[src/rtl/arb_pkg.sv]
// -----------------------------------------------------------------------------
// arb_pkg
//   Shared definitions for the weighted round-robin arbiter:
//     - arb_state_e : two-state arbitration FSM encoding (IDLE, GRANT)
//     - idx_width   : width of an index able to address n requesters
//     - credit_max  : largest credit value a WEIGHT_WIDTH-bit counter can hold
// -----------------------------------------------------------------------------
package arb_pkg;

   typedef enum logic [0:0] {
      ARB_IDLE  = 1'b0,
      ARB_GRANT = 1'b1
   } arb_state_e;

   // Width of a binary index for n requesters (at least one bit).
   function automatic int unsigned idx_width(input int unsigned n);
      return (n > 1) ? $clog2(n) : 1;
   endfunction

   // Largest credit a counter of the given width can represent.
   function automatic int unsigned credit_max(input int unsigned width);
      return (1 << width) - 1;
   endfunction

endpackage

[src/rtl/priority_encoder.sv]
// -----------------------------------------------------------------------------
// priority_encoder
//   Combinational priority encoder returning the index of the winning set bit.
//   Parameters:
//     WIDTH     number of request bits
//     LSB_FIRST 1: lowest set bit wins; 0: highest set bit wins
//   Ports:
//     req_i    in  WIDTH          request vector
//     valid_o  out 1              at least one request bit set
//     index_o  out idx_width      index of the winning bit (0 when none)
// -----------------------------------------------------------------------------
module priority_encoder
   import arb_pkg::*;
#(
   parameter int WIDTH     = 4,
   parameter int LSB_FIRST = 1
) (
   input  logic [WIDTH-1:0]                  req_i,
   output logic                              valid_o,
   output logic [idx_width(WIDTH)-1:0]       index_o
);

   localparam int IW = idx_width(WIDTH);

   assign valid_o = |req_i;

   // Scan in the direction opposite to priority so the preferred bit is
   // the last one to overwrite the index.
   always_comb begin
      index_o = '0;
      if (LSB_FIRST != 0) begin
         for (int i = WIDTH - 1; i >= 0; i--) begin
            if (req_i[i]) index_o = IW'(i);
         end
      end else begin
         for (int i = 0; i < WIDTH; i++) begin
            if (req_i[i]) index_o = IW'(i);
         end
      end
   end

endmodule

[src/rtl/wrr_arbiter.sv]
// -----------------------------------------------------------------------------
// wrr_arbiter
//   Weighted round-robin arbiter. Each grant carries a burst credit loaded from
//   the winning port's weight (0 loads 1); every acknowledged transfer spends
//   one credit. The grant is released on the last credit, on withdrawal of the
//   request, or (optionally) on a hold timeout, and the next winner is chosen
//   in the same cycle so back-to-back grants have no idle gap.
//
//   Optional feature macro: ARB_HOLD_TIMEOUT_EN
//     Defined   : a hold counter revokes a grant that has seen no transfer for
//                 HOLD_LIMIT cycles while another port is requesting; the
//                 revoke is flagged by a one-cycle timeout_event pulse.
//     Undefined : grants are held until credit is spent or request drops;
//                 timeout_event is tied low.
//
//   Ports:
//     clk           in  1                   clock, rising edge
//     rst_n         in  1                   asynchronous active-low reset
//     request       in  PORTS               per-port request level
//     acknowledge   in  PORTS               per-port transfer ack (granted bit only)
//     weight        in  PORTS*WEIGHT_WIDTH  port i weight at [i*WEIGHT_WIDTH +: WEIGHT_WIDTH]
//     grant         out PORTS               one-hot registered grant
//     grant_valid   out 1                   a grant is active
//     grant_encoded out $clog2(PORTS)       index of the granted port
//     grant_credit  out WEIGHT_WIDTH        transfers remaining in the current grant
//     timeout_event out 1                   one-cycle pulse on a hold-timeout revoke
// -----------------------------------------------------------------------------
module wrr_arbiter
   import arb_pkg::*;
#(
   parameter int PORTS                 = 4,
   parameter int WEIGHT_WIDTH          = 4,
   parameter int ARB_LSB_HIGH_PRIORITY = 1,
   parameter int HOLD_LIMIT            = 64
) (
   input  logic                             clk,
   input  logic                             rst_n,
   input  logic [PORTS-1:0]                 request,
   input  logic [PORTS-1:0]                 acknowledge,
   input  logic [PORTS*WEIGHT_WIDTH-1:0]    weight,
   output logic [PORTS-1:0]                 grant,
   output logic                             grant_valid,
   output logic [$clog2(PORTS)-1:0]         grant_encoded,
   output logic [WEIGHT_WIDTH-1:0]          grant_credit,
   output logic                             timeout_event
);

   localparam int IW = idx_width(PORTS);
   // The pointer starts where the first search lands on the preferred end.
   localparam logic [IW-1:0] PTR_RST = (ARB_LSB_HIGH_PRIORITY != 0) ? IW'(PORTS - 1) : '0;

   if (PORTS < 2 || HOLD_LIMIT < 1) begin : g_param_check
      $error("wrr_arbiter: PORTS must be >= 2 and HOLD_LIMIT >= 1");
   end

   // ---------------------------------------------------------------- state
   arb_state_e              state_q, state_d;
   logic [IW-1:0]           ptr_q, ptr_d;
   logic [IW-1:0]           idx_q, idx_d;
   logic [PORTS-1:0]        grant_q, grant_d;
   logic [WEIGHT_WIDTH-1:0] credit_q, credit_d;

   // ------------------------------------------------- round-robin selection
   // Masked encoder sees only ports strictly past the pointer in search
   // order; if none request, the unmasked encoder wraps around, which leaves
   // the pointer port itself as the final candidate.
   logic [PORTS-1:0] masked_req;

   for (genvar gi = 0; gi < PORTS; gi++) begin : g_mask
      if (ARB_LSB_HIGH_PRIORITY != 0) begin : g_up
         assign masked_req[gi] = request[gi] & (IW'(gi) > ptr_q);
      end else begin : g_down
         assign masked_req[gi] = request[gi] & (IW'(gi) < ptr_q);
      end
   end

   logic          m_valid, a_valid;
   logic [IW-1:0] m_idx, a_idx;

   priority_encoder #(
      .WIDTH     (PORTS),
      .LSB_FIRST (ARB_LSB_HIGH_PRIORITY)
   ) u_pe_masked (
      .req_i   (masked_req),
      .valid_o (m_valid),
      .index_o (m_idx)
   );

   priority_encoder #(
      .WIDTH     (PORTS),
      .LSB_FIRST (ARB_LSB_HIGH_PRIORITY)
   ) u_pe_all (
      .req_i   (request),
      .valid_o (a_valid),
      .index_o (a_idx)
   );

   logic                    sel_valid;
   logic [IW-1:0]           sel_idx;
   logic [WEIGHT_WIDTH-1:0] sel_weight;
   logic [WEIGHT_WIDTH-1:0] sel_credit;

   assign sel_valid  = a_valid;
   assign sel_idx    = m_valid ? m_idx : a_idx;
   assign sel_weight = weight[int'(sel_idx)*WEIGHT_WIDTH +: WEIGHT_WIDTH];
   // A zero weight still buys one transfer so the port is never starved.
   assign sel_credit = (sel_weight == '0) ? WEIGHT_WIDTH'(1) : sel_weight;

   // ------------------------------------------------ transfer / release
   logic in_grant;
   logic transfer;
   logic revoke;
   logic release_grant;
   logic start;

   assign in_grant      = (state_q == ARB_GRANT);
   assign transfer      = in_grant & acknowledge[idx_q];
   assign release_grant = in_grant & ((transfer & (credit_q == WEIGHT_WIDTH'(1)))
                                      | ~request[idx_q]
                                      | revoke);
   // Arbitrate whenever idle or whenever the current grant ends, so a
   // release is followed directly by the next grant.
   assign start         = ~in_grant | release_grant;

   always_comb begin
      state_d  = state_q;
      ptr_d    = ptr_q;
      idx_d    = idx_q;
      grant_d  = grant_q;
      credit_d = credit_q;
      if (start) begin
         if (sel_valid) begin
            state_d          = ARB_GRANT;
            ptr_d            = sel_idx;
            idx_d            = sel_idx;
            grant_d          = '0;
            grant_d[sel_idx] = 1'b1;
            credit_d         = sel_credit;
         end else begin
            state_d  = ARB_IDLE;
            grant_d  = '0;
            credit_d = '0;
         end
      end else if (transfer) begin
         credit_d = credit_q - WEIGHT_WIDTH'(1);
      end
   end

   always_ff @(posedge clk or negedge rst_n) begin
      if (!rst_n) begin
         state_q  <= ARB_IDLE;
         ptr_q    <= PTR_RST;
         idx_q    <= '0;
         grant_q  <= '0;
         credit_q <= '0;
      end else begin
         state_q  <= state_d;
         ptr_q    <= ptr_d;
         idx_q    <= idx_d;
         grant_q  <= grant_d;
         credit_q <= credit_d;
      end
   end

   // ------------------------------------------------------ hold timeout
`ifdef ARB_HOLD_TIMEOUT_EN
   localparam int HW = $clog2(HOLD_LIMIT + 1);

   logic [HW-1:0] hold_q, hold_d;
   logic          tmo_q;
   logic          other_req;

   assign other_req = |(request & ~grant_q);
   // Revoke only helps if someone else is waiting; a lone stalled
   // requester keeps its grant.
   assign revoke    = in_grant & (hold_q == HW'(HOLD_LIMIT)) & other_req;

   always_comb begin
      hold_d = hold_q;
      if (start | transfer) begin
         hold_d = '0;
      end else if (hold_q != HW'(HOLD_LIMIT)) begin
         hold_d = hold_q + HW'(1);
      end
   end

   always_ff @(posedge clk or negedge rst_n) begin
      if (!rst_n) begin
         hold_q <= '0;
         tmo_q  <= 1'b0;
      end else begin
         hold_q <= hold_d;
         tmo_q  <= revoke;
      end
   end

   assign timeout_event = tmo_q;
`else
   assign revoke        = 1'b0;
   assign timeout_event = 1'b0;
`endif

   // ------------------------------------------------------------ outputs
   assign grant         = grant_q;
   assign grant_valid   = in_grant;
   assign grant_encoded = idx_q;
   assign grant_credit  = credit_q;

endmodule

[config.mk]
export PLATFORM = sky130hd
export DESIGN_NAME = wrr_arbiter
export DESIGN_NICKNAME = d
export VERILOG_FILES = /design/src/rtl/arb_pkg.sv /design/src/rtl/priority_encoder.sv /design/src/rtl/wrr_arbiter.sv
export SDC_FILE = /design/constraint.sdc
export NUM_CORES = 1
export LEC_CHECK = 0
export BUFFER_PORTS_ARGS = -buffer_cell sky130_fd_sc_hd__buf_2
export CORE_AREA = 3 3 55 45
export DETAILED_ROUTE_END_ITERATION = 16
export DIE_AREA = 0 0 58 48
export PLACE_DENSITY = 0.82
export SLEW_MARGIN = 20
export SYNTH_ARGS = -nofsm -noshare
export SYNTH_HDL_FRONTEND = slang
export SYNTH_SLANG_ARGS = --single-unit
[constraint.sdc]
create_clock -name clk -period 2.5 [get_ports clk]
set_input_delay 0.625 -clock clk [delete_from_list [all_inputs] [get_ports clk]]
set_output_delay 0.625 -clock clk [all_outputs]
set_load 0.02 [all_outputs]
## After elaboration in Yosys (flattened, before gate mapping)

Cells that the tools add are included.

- Add/subtract/negate cells: 1
- Equal/unequal tests: 1
- Bitwise operators: 11
- Muxes and demuxes: 21
- Reduce and logical (&&, ||, !) cells: 6
- Shift operators: 1
- $lt $le $gt $ge: 7

Operator list:

| kind | number |
|---|---|
| $mux W4 | 5 |
| $mux W2 | 9 |
| $shiftx A16 B5 Y4 | 1 |
| $reduce_or A4 Y1 | 2 |
| $and A1 B1 Y1 | 7 |
| $lt A2 B3 Y1 const B | 2 |
| $bmux W1 S2 | 2 |
| $eq A4 B1 Y1 const B | 1 |
| $gt A1 B2 Y1 const A | 2 |
| $gt A2 B2 Y1 const A | 2 |
| $logic_not A4 Y1 | 1 |
| $mux W1 | 4 |
| $sub A4 B1 Y4 const B | 1 |
| $demux W1 S2 | 1 |
| $ge A2 B1 Y1 const B | 1 |
| $not A1 Y1 | 2 |
| $or A1 B1 Y1 | 2 |
| $reduce_and A2 Y1 | 1 |
| $reduce_bool A2 Y1 | 1 |
| $logic_and A1 B1 Y1 | 1 |

- Register bits: 13
- Input bits: 26
- Word-level logic and storage cells: 53
- Output and inout port bits: 12

## Depth between registers and ports, before layout

- Depth after elaboration: 12
- Depth in mapped cells: 8
- Depth with buffers taken out: 7

## Modules after synthesis

Synthesis repeated with hierarchy kept, for this count alone.

- Cells, all modules: 99
- Area, all modules: 1,051.0 µm²

By module, submodules not included:

| module | instances | seq. area each (µm²) | area an instance (µm²) | cells an instance |
|---|---|---|---|---|
| wrr_arbiter | 1 | 327.8 | 980.9 | 85 |
| priority_encoder | 2 | 0.0 | 35.0 | 7 |

## Least setup slack after synthesis

Ideal clock, no wire load.

- Path kind: input-to-reg
- Start point: input request[1]
- End point: register credit_q[0], in the netlist grant_credit[0]
- Arrival: 2.244 ns
- Path buffers: 0
- Stages: 6
- Data required time: 2.435 ns
- Setup slack: 0.191 ns
- Setup time: 0.065 ns
- Path through: nor2_1 > o22ai_2 > a221oi_4 > mux4_1 > nor4b_1 > a211o_1

- Cells in the longest elaborated chain, start to end: 9
- Elaborated cells between the ends (all ways): 20
- Classes of those cells: shift: 1; mux: 10; bitwise: 5; reduce/logical: 4

RTL lines:

| what | RTL line | source |
|---|---|---|
| start: declaration | wrr_arbiter.sv:38 | `input logic [PORTS-1:0] request,` |
| $and A1 B1 Y1 | wrr_arbiter.sv:71 | `assign masked_req[gi] = request[gi] & (IW'(gi) > ptr_q);` |
| $mux W2 (2 in a row) | priority_encoder.sv:33 | `if (req_i[i]) index_o = IW'(i);` |
| $mux W2 | wrr_arbiter.sv:104 | `assign sel_idx = m_valid ? m_idx : a_idx;` |
| $shiftx A16 B5 Y4 | wrr_arbiter.sv:105 | `assign sel_weight = weight[int'(sel_idx)*WEIGHT_WIDTH +: WEIGHT_WIDTH];` |
| $logic_not A4 Y1 | wrr_arbiter.sv:107 | `assign sel_credit = (sel_weight == '0) ? WEIGHT_WIDTH'(1) : sel_weight;` |
| $mux W4 | wrr_arbiter.sv:107 |  |
| $mux W4 | wrr_arbiter.sv:132 | `if (sel_valid) begin` |
| $mux W4 | wrr_arbiter.sv:131 | `if (start) begin` |
| end signal: assignment | wrr_arbiter.sv:161 | `credit_q <= credit_d;` |
| end: declaration | wrr_arbiter.sv:61 | `logic [WEIGHT_WIDTH-1:0] credit_q, credit_d;` |

Parallel ways exist; a longest one is shown, timed or not. The select of a mux whose other input is x is not followed.
A chain may end at the register's enable or synchronous reset.

## Final worst setup path

- Start point: register ptr_q[0]
- End point: register credit_q[0], in the netlist grant_credit[0]

- Cells in the longest elaborated chain, start to end: 12
- Elaborated cells between the ends (all ways): 19
- Classes of those cells: order compare: 4; shift: 1; mux: 8; bitwise: 4; reduce/logical: 2

RTL lines:

| what | RTL line | source |
|---|---|---|
| start: declaration | wrr_arbiter.sv:58 | `logic [IW-1:0] ptr_q, ptr_d;` |
| start signal: assignment | wrr_arbiter.sv:158 | `ptr_q <= ptr_d;` |
| $gt A2 B2 Y1 | wrr_arbiter.sv:71 |  |
| $and A1 B1 Y1 | wrr_arbiter.sv:71 |  |
| $mux W2 (4 in a row) | priority_encoder.sv:33 |  |
| $mux W2 (*) | wrr_arbiter.sv:104 |  |
| $shiftx A16 B5 Y4 (*) | wrr_arbiter.sv:105 |  |
| $logic_not A4 Y1 | wrr_arbiter.sv:107 |  |
| $mux W4 (*) | wrr_arbiter.sv:107 |  |
| $mux W4 (*) | wrr_arbiter.sv:132 |  |
| $mux W4 (*) | wrr_arbiter.sv:131 |  |

Mark *: on every way between the ends. The rest lies on a longest branch, timed or not.

==> impl_metrics.json <==
{
  "status": "completed",
  "p_leak_nw": 0.544,
  "portBuffers": 36,
  "period_minus_slack_ps": 2390,
  "synth_edf_count": 0,
  "place_hpwl_um": 1820,
  "crit_type": "flip-flop to flip-flop",
  "synth_area_um2": 887,
  "synth_ff_type": "dfrtp_1",
  "synthTopCellsByArea": "dfrtp_1 (31%), mux4_2 (10%), dfstp_2 (5.9%), mux4_1 (5.9%), a21oi_1 (5.1%)",
  "cts_tree": "done",
  "synthesis.instances": 85,
  "start_util": 0.452,
  "cts_root_buf": "clkbuf_4",
  "power_w": 0.00138,
  "routed-via-count": 834,
  "dieArea_um2": 2780,
  "grt_pass1_vias": 784,
  "end_kind": "flip-flop",
  "syn2layout_area_growth_pct": 29.6,
  "hold_buffers": 0,
  "stdcell_area_um2": 1150,
  "min_period_over_period": 0.955,
  "grt_pass1_wl_um": 3480,
  "crit_fanout": 5,
  "worst_clock_skew_ps": 5.19,
  "finalWirelength_um": 2230,
  "ctsResizeCount": 0,
  "antenna_left": 0,
  "fp.dieH_um": 48,
  "htreeDepth": 1,
  "clock.fmax_ghz": 0.419,
  "antenna_found_initial": 0,
  "drc": 0,
  "hold_class": "input pin to asynchronous set/reset pin",
  "n_antenna_cell": 0,
  "grt_remaining_overflow": 0,
  "crit_required_ps": 2730,
  "ys_types": 33,
  "wl_per_cell_um": 14.7,
  "final-setup-viol-count": 0,
  "chipWidth_um": 58,
  "drive_gt1_frac": 0.465,
  "rsz0062_at_grt": "no",
  "maxCapViolCount": 0,
  "synth_commonest_cells": "dfrtp_1 (11), a21oi_1 (9), nand2_1 (9)",
  "hold_violations": 0,
  "cts_sinks": 13,
  "ios": 38,
  "track_usage": 0.169,
  "slew_violations": 0,
  "ys_seq_area_frac": 0.370,
  "core-area_um2": 1960,
  "vias_per_cell": 5.52,
  "nFillCells": 173,
  "place.gp.congestion": 0.773,
  "rows": 14,
  "yosysWarnings": 0,
  "synth_seq_cells": 13,
  "dr.pass1.iters": 4,
  "power.density_nw_per_um2": 1200,
  "cts_buffers": 3,
  "async_flop_share": 1.00,
  "synth_top_area_share": 0.310,
  "finalNetCount": 156,
  "start_kind": "flip-flop",
  "grt_max_degree": 14,
  "synth_most_common_cell": "dfrtp_1",
  "ir_drop_uv": 661,
  "clockBufferDepth": 2,
  "avgSynthCellArea_um2": 10.4,
  "drt_iter0_drc": 10,
  "syn_nets": 113,
  "clock_latency_ps": 280,
  "synth_area_leader_cell": "dfrtp_1",
  "cp_data_arrival_time_ps": 2620,
  "dpl_cell_area_um2": 1120,
  "cts.clk_slew.worst_paths_ps": 90
}
area by class of cell:
class	instances	area, µm²	area share
flip-flops and latches	13	328	0.285
well taps	24	30.0	0.0261
repair buffers	42	225	0.196
inverters	5	18.8	0.0163
multi-input cells	63	522	0.454
clock buffers	4	26.3	0.0229
metal layers:
metal | GRT usage | vias up | routed length (µm)
met4 | 0.0787 | 0 | 43
met5 | 0 | - | 0
met2 | 0.288 | 40 | 1070
met3 | 0.0350 | 6 | 177
met1 | 0.213 | 391 | 938
li1 | - | 397 | -
state kept, by name (all words and copies together), names as in the netlist:
| register | count |
|---|---|
| grant | 4 |
| grant_credit | 4 |
| grant_encoded | 2 |
| ptr_q | 2 |
| grant_valid | 1 |
repair_timing:
item / CTS / global route
endpoints found under the hold margin: 0 / 0
setup buffers: 0 / 1
setup endpoints to repair: 0 / 1
stage by stage:
step                      hold slack, ps  setup TNS [ps]   util  worst slack (ps)  std cells
after detailed placement             467           -42.4  0.569             -42.4        146
after global placement               463               0  0.569              77.2        146
after floorplan                      329               0      -               191         85
after CTS                            219               0  0.582               100        150
final                                216               0  0.586               112        151
after global routing                 233               0  0.586              16.7        151
report_power, final:
group          leakage [nW]  internal [W]  switching, W
Clock                0.0150     0.0000619     0.0000730
Combinational         0.378      0.000385      0.000432
Sequential            0.151      0.000318      0.000106
Total                 0.544      0.000765      0.000610
placed cells by master, fill, tap and decap left out, types with 4 or more instances in the layout:
master	n
buf_4	6
mux4_2	4
a21oi_1	9
nand2_1	9
buf_2	36
dfrtp_1	11
inv_1	5
o21ai_0	5
nor2_1	6
critical path, cell delays in order, from the launching register on:
cell      delay (ps)
dfstp_2          560
nand2b_2         160
o21ai_2           90
a221oi_4         410
mux4_1           650
nor4b_1          320
a211o_1          150
worst paths after layout:
path	end	start	slack (ps)	depth (start not counted)
max	grant_credit[0]$_DFFE_PN0P_	ptr_q[0]$_DFFE_PN1P_	110	6
max reg2reg	grant_credit[0]$_DFFE_PN0P_	ptr_q[0]$_DFFE_PN1P_	110	6
min	grant_credit[0]$_DFFE_PN0P_	rst_n	220	1
min reg2reg	grant[0]$_DFFE_PN0N_	grant[0]$_DFFE_PN0N_	480	2
min in group clk	grant[0]$_DFFE_PN0N_	grant[0]$_DFFE_PN0N_	480	2
max in group asynchronous	ptr_q[1]$_DFFE_PN1P_	rst_n	2000	1
cells by family after synthesis:
family                   share of synthesized area
adder cells (fa/ha/maj)                     0.0282
multiplexers                                 0.186
other                                      0.00423
buffers and inverters                       0.0423
AO/OA/AOI/OAI                                0.213
flip-flops                                   0.370
AND/OR/NAND/NOR                              0.157
Note: power is estimated with default switching activity, not from simulation.
